**src/rtl/agc_gain_sequencer.sv**
```systemverilog
// AGC gain sequencer: measures the window peak magnitude and steps the
// gain code toward the target, with a dead-band and a post-change hold.
module agc_gain_sequencer #(
  parameter int WIN_LOG2 = 4,
  parameter int GAIN_W   = 5,
  parameter int HYST     = 8,
  parameter int HOLD_N   = 4
) (
  input  logic              clk,
  input  logic              rst_n,
  input  logic              sample_valid,
  input  logic [7:0]        sample,
  input  logic [7:0]        target,
  input  logic              freeze,
  output logic [GAIN_W-1:0] gain,
  output logic              gain_upd,
  output logic [7:0]        peak,
  output logic [1:0]        state
);

  typedef enum logic [1:0] {
    IDLE    = 2'd0,
    MEASURE = 2'd1,
    DECIDE  = 2'd2,
    HOLD    = 2'd3
  } state_t;

  localparam int CW = WIN_LOG2 + 1;
  localparam int HW = (HOLD_N > 0) ? $clog2(HOLD_N + 1) : 1;
  localparam logic [CW-1:0] WIN = CW'(2 ** WIN_LOG2);
  localparam logic [HW-1:0] HLIM = HW'(HOLD_N);
  localparam logic [GAIN_W-1:0] GMAX = {GAIN_W{1'b1}};
  localparam logic [GAIN_W-1:0] GRST = GAIN_W'(2 ** (GAIN_W - 1));
  localparam logic [8:0] H9 = 9'(HYST);

  state_t            state_q, state_d;
  logic [GAIN_W-1:0] gain_q, gain_d;
  logic              upd_q, upd_d;
  logic [7:0]        peak_q, peak_d;
  logic [6:0]        rpk_q, rpk_d;
  logic [CW-1:0]     cnt_q, cnt_d;
  logic [HW-1:0]     hold_q, hold_d;

  logic [7:0]    neg;
  logic [6:0]    mag;
  logic [6:0]    base_pk, new_pk;
  logic [CW-1:0] new_cnt;
  logic [HW-1:0] hold_nx;
  logic [8:0]    pk9, tg9;
  logic          atk, rel;

  // -128 has no positive counterpart in 8 bits; clamp it to 127
  assign neg = ~sample + 8'd1;
  assign mag = !sample[7] ? sample[6:0] :
               (sample == 8'h80) ? 7'h7f : neg[6:0];

  assign base_pk = (state_q == IDLE) ? 7'd0 : rpk_q;
  assign new_pk  = (mag > base_pk) ? mag : base_pk;
  assign new_cnt = ((state_q == IDLE) ? '0 : cnt_q) + CW'(1);
  assign hold_nx = hold_q + HW'(1);

  // 9-bit compares so target+HYST and peak+HYST cannot wrap
  assign pk9 = {1'b0, peak_q};
  assign tg9 = {1'b0, target};
  assign atk = (pk9 > tg9 + H9) && (gain_q != '0);
  assign rel = (pk9 + H9 < tg9) && (gain_q != GMAX);

  always_comb begin
    state_d = state_q;
    gain_d  = gain_q;
    upd_d   = 1'b0;
    peak_d  = peak_q;
    rpk_d   = rpk_q;
    cnt_d   = cnt_q;
    hold_d  = hold_q;
    unique case (state_q)
      IDLE, MEASURE: begin
        if (sample_valid) begin
          rpk_d   = new_pk;
          cnt_d   = new_cnt;
          state_d = MEASURE;
          if (new_cnt == WIN) begin
            state_d = DECIDE;
            peak_d  = {1'b0, new_pk};
          end
        end
      end
      DECIDE: begin
        rpk_d   = '0;
        cnt_d   = '0;
        hold_d  = '0;
        state_d = MEASURE;
        if (!freeze && (atk || rel)) begin
          gain_d  = atk ? gain_q - GAIN_W'(1) : gain_q + GAIN_W'(1);
          upd_d   = 1'b1;
          state_d = (HOLD_N == 0) ? MEASURE : HOLD;
        end
      end
      HOLD: begin
        if (sample_valid) begin
          hold_d = hold_nx;
          if (hold_nx == HLIM) begin
            state_d = MEASURE;
            rpk_d   = '0;
            cnt_d   = '0;
          end
        end
      end
      default: state_d = IDLE;
    endcase
  end

  always_ff @(posedge clk) begin
    if (!rst_n) begin
      state_q <= IDLE;
      gain_q  <= GRST;
      upd_q   <= 1'b0;
      peak_q  <= '0;
      rpk_q   <= '0;
      cnt_q   <= '0;
      hold_q  <= '0;
    end else begin
      state_q <= state_d;
      gain_q  <= gain_d;
      upd_q   <= upd_d;
      peak_q  <= peak_d;
      rpk_q   <= rpk_d;
      cnt_q   <= cnt_d;
      hold_q  <= hold_d;
    end
  end

  assign gain     = gain_q;
  assign gain_upd = upd_q;
  assign peak     = peak_q;
  assign state    = state_q;

endmodule

```
**config.mk**
```make
export PLATFORM = sky130hd
export DESIGN_NAME = agc_gain_sequencer
export DESIGN_NICKNAME = d
export VERILOG_FILES = /design/src/rtl/agc_gain_sequencer.sv
export SDC_FILE = /design/constraint.sdc
export NUM_CORES = 1
export LEC_CHECK = 0
export ABC_AREA = 0
export CAP_MARGIN = 10
export CORE_MARGIN = 10
export CORE_UTILIZATION = 55
export CTS_CLUSTER_SIZE = 24
export DETAILED_ROUTE_END_ITERATION = 8
export GPL_ROUTABILITY_DRIVEN = 1
export PLACE_DENSITY_LB_ADDON = 0.15
export SLEW_MARGIN = 10
export SYNTH_ARGS = -nofsm -noshare
export SYNTH_HDL_FRONTEND = slang
export SYNTH_SLANG_ARGS = --single-unit
export TNS_END_PERCENT = 5
```
**constraint.sdc**
```tcl
create_clock -name clk -period 4.1 [get_ports clk]
set_input_delay 0.82 -clock clk [delete_from_list [all_inputs] [get_ports clk]]
set_output_delay 0.82 -clock clk [all_outputs]
set_load 0.005 [all_outputs]
```
[Yosys cells after proc, flatten, opt, wreduce, memory -nomap -nowiden]
Cells that the tools add are included.
Word-level totals
  flip-flop bits (word level): 30
  memories: 0
  memory bits (read-only): 0
  output and inout port bits: 16
  bits in latches: 0
  input bits: 20
  memory bits (writable): 0
Cells by class
  $add $sub $neg: 7
  $lt $le $gt $ge: 3
  shift operators: 0
  equality and inequality tests: 10
  muxes and demuxes: 23
  multipliers: 0
  div/mod/pow operators: 0
  reduce and logical (&&, ||, !) cells: 14
  bitwise operators: 1
Operators with widths (number)
  $mux 7: 7
  $mux 5: 5
  $pmux 7 s3: 1
  $pmux 5 s3: 1
  $add 5x1->5 const B: 2
  $mux 2: 5
  $add 8x4->9 const B: 1
  $gt 7x9->1: 1
  $add 7x4->8 const B: 1
  $eq 8x8->1 const B: 1
  $lt 8x8->1: 1
  $add 7x1->7 const B: 1
  $gt 7x7->1: 1
  $not 7->7: 1
  $ne 2x2->1 const B: 3
  $pmux 2 s3: 1
  $pmux 3 s2: 1
  $reduce_and 2->1: 3
  $reduce_and 3->1: 2
  $eq 5x5->1 const B: 1
  $ne 5x5->1 const B: 1
  $reduce_bool 5->1: 1
  $sub 5x1->5 const B: 1
  $eq 2x2->1 const B: 2
  other kinds (11): 13

[Depth between registers and ports, before layout]
  depth in word-level cells: 8
  depth in mapped cells: 15

[Worst setup path after synthesis]
Ideal clock, no wire load.
  path kind: input port to flip-flop
  from: input port target[3]
  to: register gain_q[4] (netlist: gain[4])
  stages on the path: 13
  required time: 3977 ps
  arrival: 3452 ps
  path slack: 524 ps
  cell sequence: ha_1 xnor2_1 ha_1 a2111oi_0 a2bb2oi_1 nand2_1 inv_1 ha_1 a21o_1 a21oi_1 or4b_1 mux2i_1 mux2_1
Between the ends
  cells in the longest elaborated chain, start to end: 6
  elaborated cells between the ends (all ways): 9
  those cells by class: 1 x add/sub; 2 x order compare; 1 x mux; 5 x reduce/logical
RTL lines
  from (decl): line 13  | input logic [7:0] target,
  $add 8x4->9: line 65  | assign atk = (pk9 > tg9 + H9) && (gain_q != '0);
  $gt 7x9->1: line 65
  $logic_and 1x1->1: line 65
  $logic_or 1x1->1: line 93  | if (!freeze && (atk || rel)) begin
  $logic_and 1x1->1: line 93
  $reduce_and 2->1 (no source line)
  to (signal assigned): line 124  | gain_q <= gain_d;
  to (decl): line 37  | logic [GAIN_W-1:0] gain_q, gain_d;
Parallel ways exist; a longest one is shown, timed or not.
A chain may end at the register's enable or synchronous reset.

[Worst setup path in the final report]
  from: input port target[4]
  to: register gain_q[4] (netlist: gain[4])
The elaborated chain is that of the path after synthesis.

==> results_dict.tcl <==
set metrics [dict create \
    endpoint "gain[4]" \
    arrival_ns 4.11 \
    wirelength_um 5727 \
    first_pass_iters 4 \
    die_w_um 85.73 \
    yosysWarnings 0 \
    synth_cells 303 \
    layout_setup_ws_ns 0.1638 \
    final_nets 394 \
    insertion_delay_ns 0.28 \
    hold_violations 0 \
    place_ws_ns -0.1088 \
    period_minus_slack_ns 3.936 \
    rr_endpoint "gain[4]" \
    ir_drop_v 0.0002409 \
    fin_skew_ns 0.006284 \
    grt_pass1_vias 2224 \
    clk_pin_slew_ns 0.06 \
    drive_gt1_share_pct 10.12 \
    dr_total_vias 2279 \
    dieHeight_um 85.73 \
    dpl.hpwl_um 4317 \
    core_area_mm2 0.004086 \
    grt_first_pass_wirelength_um 9763 \
    r2r-start "peak[6]" \
    cts_tree "done" \
    num_rows 23 \
    globalplace.congestion 0.8275 \
    cts.sinks 30 \
    p_leak_uw 0.001269 \
    area_growth_syn_to_layout_pct 23.33 \
    syn_area_per_cell_um2 7.842 \
    avgViaCountPerCell 5.755 \
    start_util_pct 58.14 \
    synthesis.area_mm2 0.002376 \
    fin_crit_sh_pct 96.01 \
    ioPinCount 36 \
    ys_types 59 \
    drc 0 \
    rrSetupSlack_ns 1.08 \
    powerDensity_mw_per_mm2 247.6 \
    critPathLaunchType "input port" \
    first_iter_violations 119 \
    dieArea_mm2 0.007349 \
    slew_viol_final 0 \
    worst_ep_required_time_ns 4.27 \
    startpoint "target[4]" \
    gr-usage-all-layers_pct 15.53 \
    synth_top_area_share_pct 25.28 \
    setup_tns_ns 0 \
    min_path_type "reg -> reg" \
    crit_path_end_kind "flip-flop" \
    cp_max_fo 4 \
    antenna_found_initial 0 \
    yosys-top-cells-area "dfxtp_1 25%, ha_1 15%, nand2_1 5.2%" \
    clk_path_buf_depth 2 \
    synth_top_area_cell "dfxtp_1" \
    drv_cap 0 \
    setup_viol 0 \
    hold_slack_ns 0.4505 \
    grt.overflow.total 0 \
    n_antenna_cell 0 \
    r2r_cells 11 \
    synth-async-reset-ratio_pct 0 \
    status "complete, no violations" \
    critPathKind "in -> reg" \
    yosysSeqAreaShare_pct 25.28 \
    grt_max_degree 35 \
    synth_top_flop_cell "dfxtp_1" \
    hold_buffers 0 \
    tightestPinTransition_ns 1.064 \
    h-tree-depth 2 \
    fmax_mhz 254.1 \
    synth_nets 352 \
    root_buffer "clkbuf_8" \
    maxSlewHeadroom_pct 28.85 \
    ant_nets 0 \
    synth_edf_count 0 \
    synth_seq_cells 30 \
    cts_buffers 5 \
    port_buffers 34 \
    wl_per_cell_um 14.46 \
]
==> synth_stat cells, drive strengths merged (4+ instances only) <==
cell,count
a21boi,7
a21oi,20
a31oi,4
and2,4
buf,5
clkbuf,9
dfxtp,30
ha,28
inv,22
mux2i,7
nand2,33
nand2b,4
nand3,12
nand3b,5
nor2,19
nor2b,9
o21a,4
o21ai,23
xnor2,5
==> what timing repair did <==
action	in CTS	in global routing
setup endpoints to repair	0	1
resized for setup	0	5
setup buffers	0	0
==> per-layer routing <==
layer	track usage [%]	vias to the layer above	part of all wire [%]
li1	-	1165	-
met4	5.240	0	1.1
met1	17.79	1067	43
met3	4.163	5	5.0
met5	0	-	0
met2	27.11	42	51
==> power breakdown <==
| part | switching (uW) | leakage, uW | internal [uW] |
|---|---|---|---|
| Combinational | 86.6 | 0.000977 | 80.2 |
| Clock | 110 | 0.0000482 | 135 |
| Sequential | 12.1 | 0.000244 | 301 |
==> area by class of cell <==
type                            count  area (um^2)
Multi-Input combinational cell    237         1640
Fill cell                         350         1156
Sequential cell                    30        600.6
Timing Repair Buffer               49        452.9
Clock buffer                        7        86.33
Inverter                           22        82.58
Tap cell                           50        62.56
Clock inverter                      1        5.005
==> layout by cell type (no fill, tap or decap), types with 6 or more instances in the layout <==
master / count
nor2b_1: 9
buf_4: 15
nor2_1: 19
o21ai_0: 18
nand3_1: 12
clkdlybuf4s50_1: 34
inv_1: 21
clkbuf_8: 6
mux2i_1: 7
ha_1: 28
nand2_1: 33
a21oi_1: 20
dfxtp_1: 30
==> sequential cells by signal (all words and copies together) (netlist names) <==
signal and count:
state 2, peak 7, gain 5, rpk_q 7, gain_upd 1, cnt_q 5, hold_q 3
==> cells by family (layout without fill, tap and decap cells) <==
family / Yosys count / count (layout) / share of synthesized area, %
buffers and inverters: 36 / 79 / 6.319
adders and majority gates: 29 / 29 / 15.59
other: 1 / 1 / 0.1578
AOI/OAI and AO/OA: 82 / 82 / 22.17
xor gates and xnor gates: 7 / 7 / 2.580
and+or+nand+nor: 109 / 109 / 24.01
muxes: 9 / 9 / 3.897
DFF: 30 / 30 / 25.28
==> per-stage QoR <==
| stage | cell area [um^2] | cells | power, uW | utilization (%) |
|---|---|---|---|---|
| 6_report | 2930 | 396 | 725.7 | 71.71 |
| 5_1_grt | 2930 | 396 | 766.2 | 71.71 |
| 4_1_cts | 2915 | 396 | 730.8 | 71.34 |
| 3_5_place_dp | 2824 | 388 | 483.0 | 69.11 |
| 3_3_place_gp | 2824 | 388 | 478.9 | 69.11 |
| 2_1_floorplan | 2376 | 303 | 420.0 | - |
==> worst max-delay path: stages <==
cell	delay, ns
clkdlybuf4s50_1	0.47
ha_1	0.24
xnor2_1	0.14
ha_1	0.22
a2111oi_2	0.49
a2bb2oi_2	0.13
nand2_1	0.12
inv_2	0.07
ha_1	0.29
a21o_1	0.11
a21oi_1	0.07
or4b_1	0.46
mux2i_1	0.16
mux2_1	0.33
==> worst min path at each step <==
stage | startpoint | endpoint | cells after the start
after CTS | rpk_q[4] | rpk_q[4] | 2
after detailed placement | rpk_q[4] | rpk_q[4] | 2
final | rpk_q[4] | rpk_q[4] | 2
after floorplan | rpk_q[4] | rpk_q[4] | 2
after global placement | rpk_q[6] | rpk_q[6] | 2
after global routing | rpk_q[4] | rpk_q[4] | 2
No activity file was read; power rests on OpenSTA's default activity.
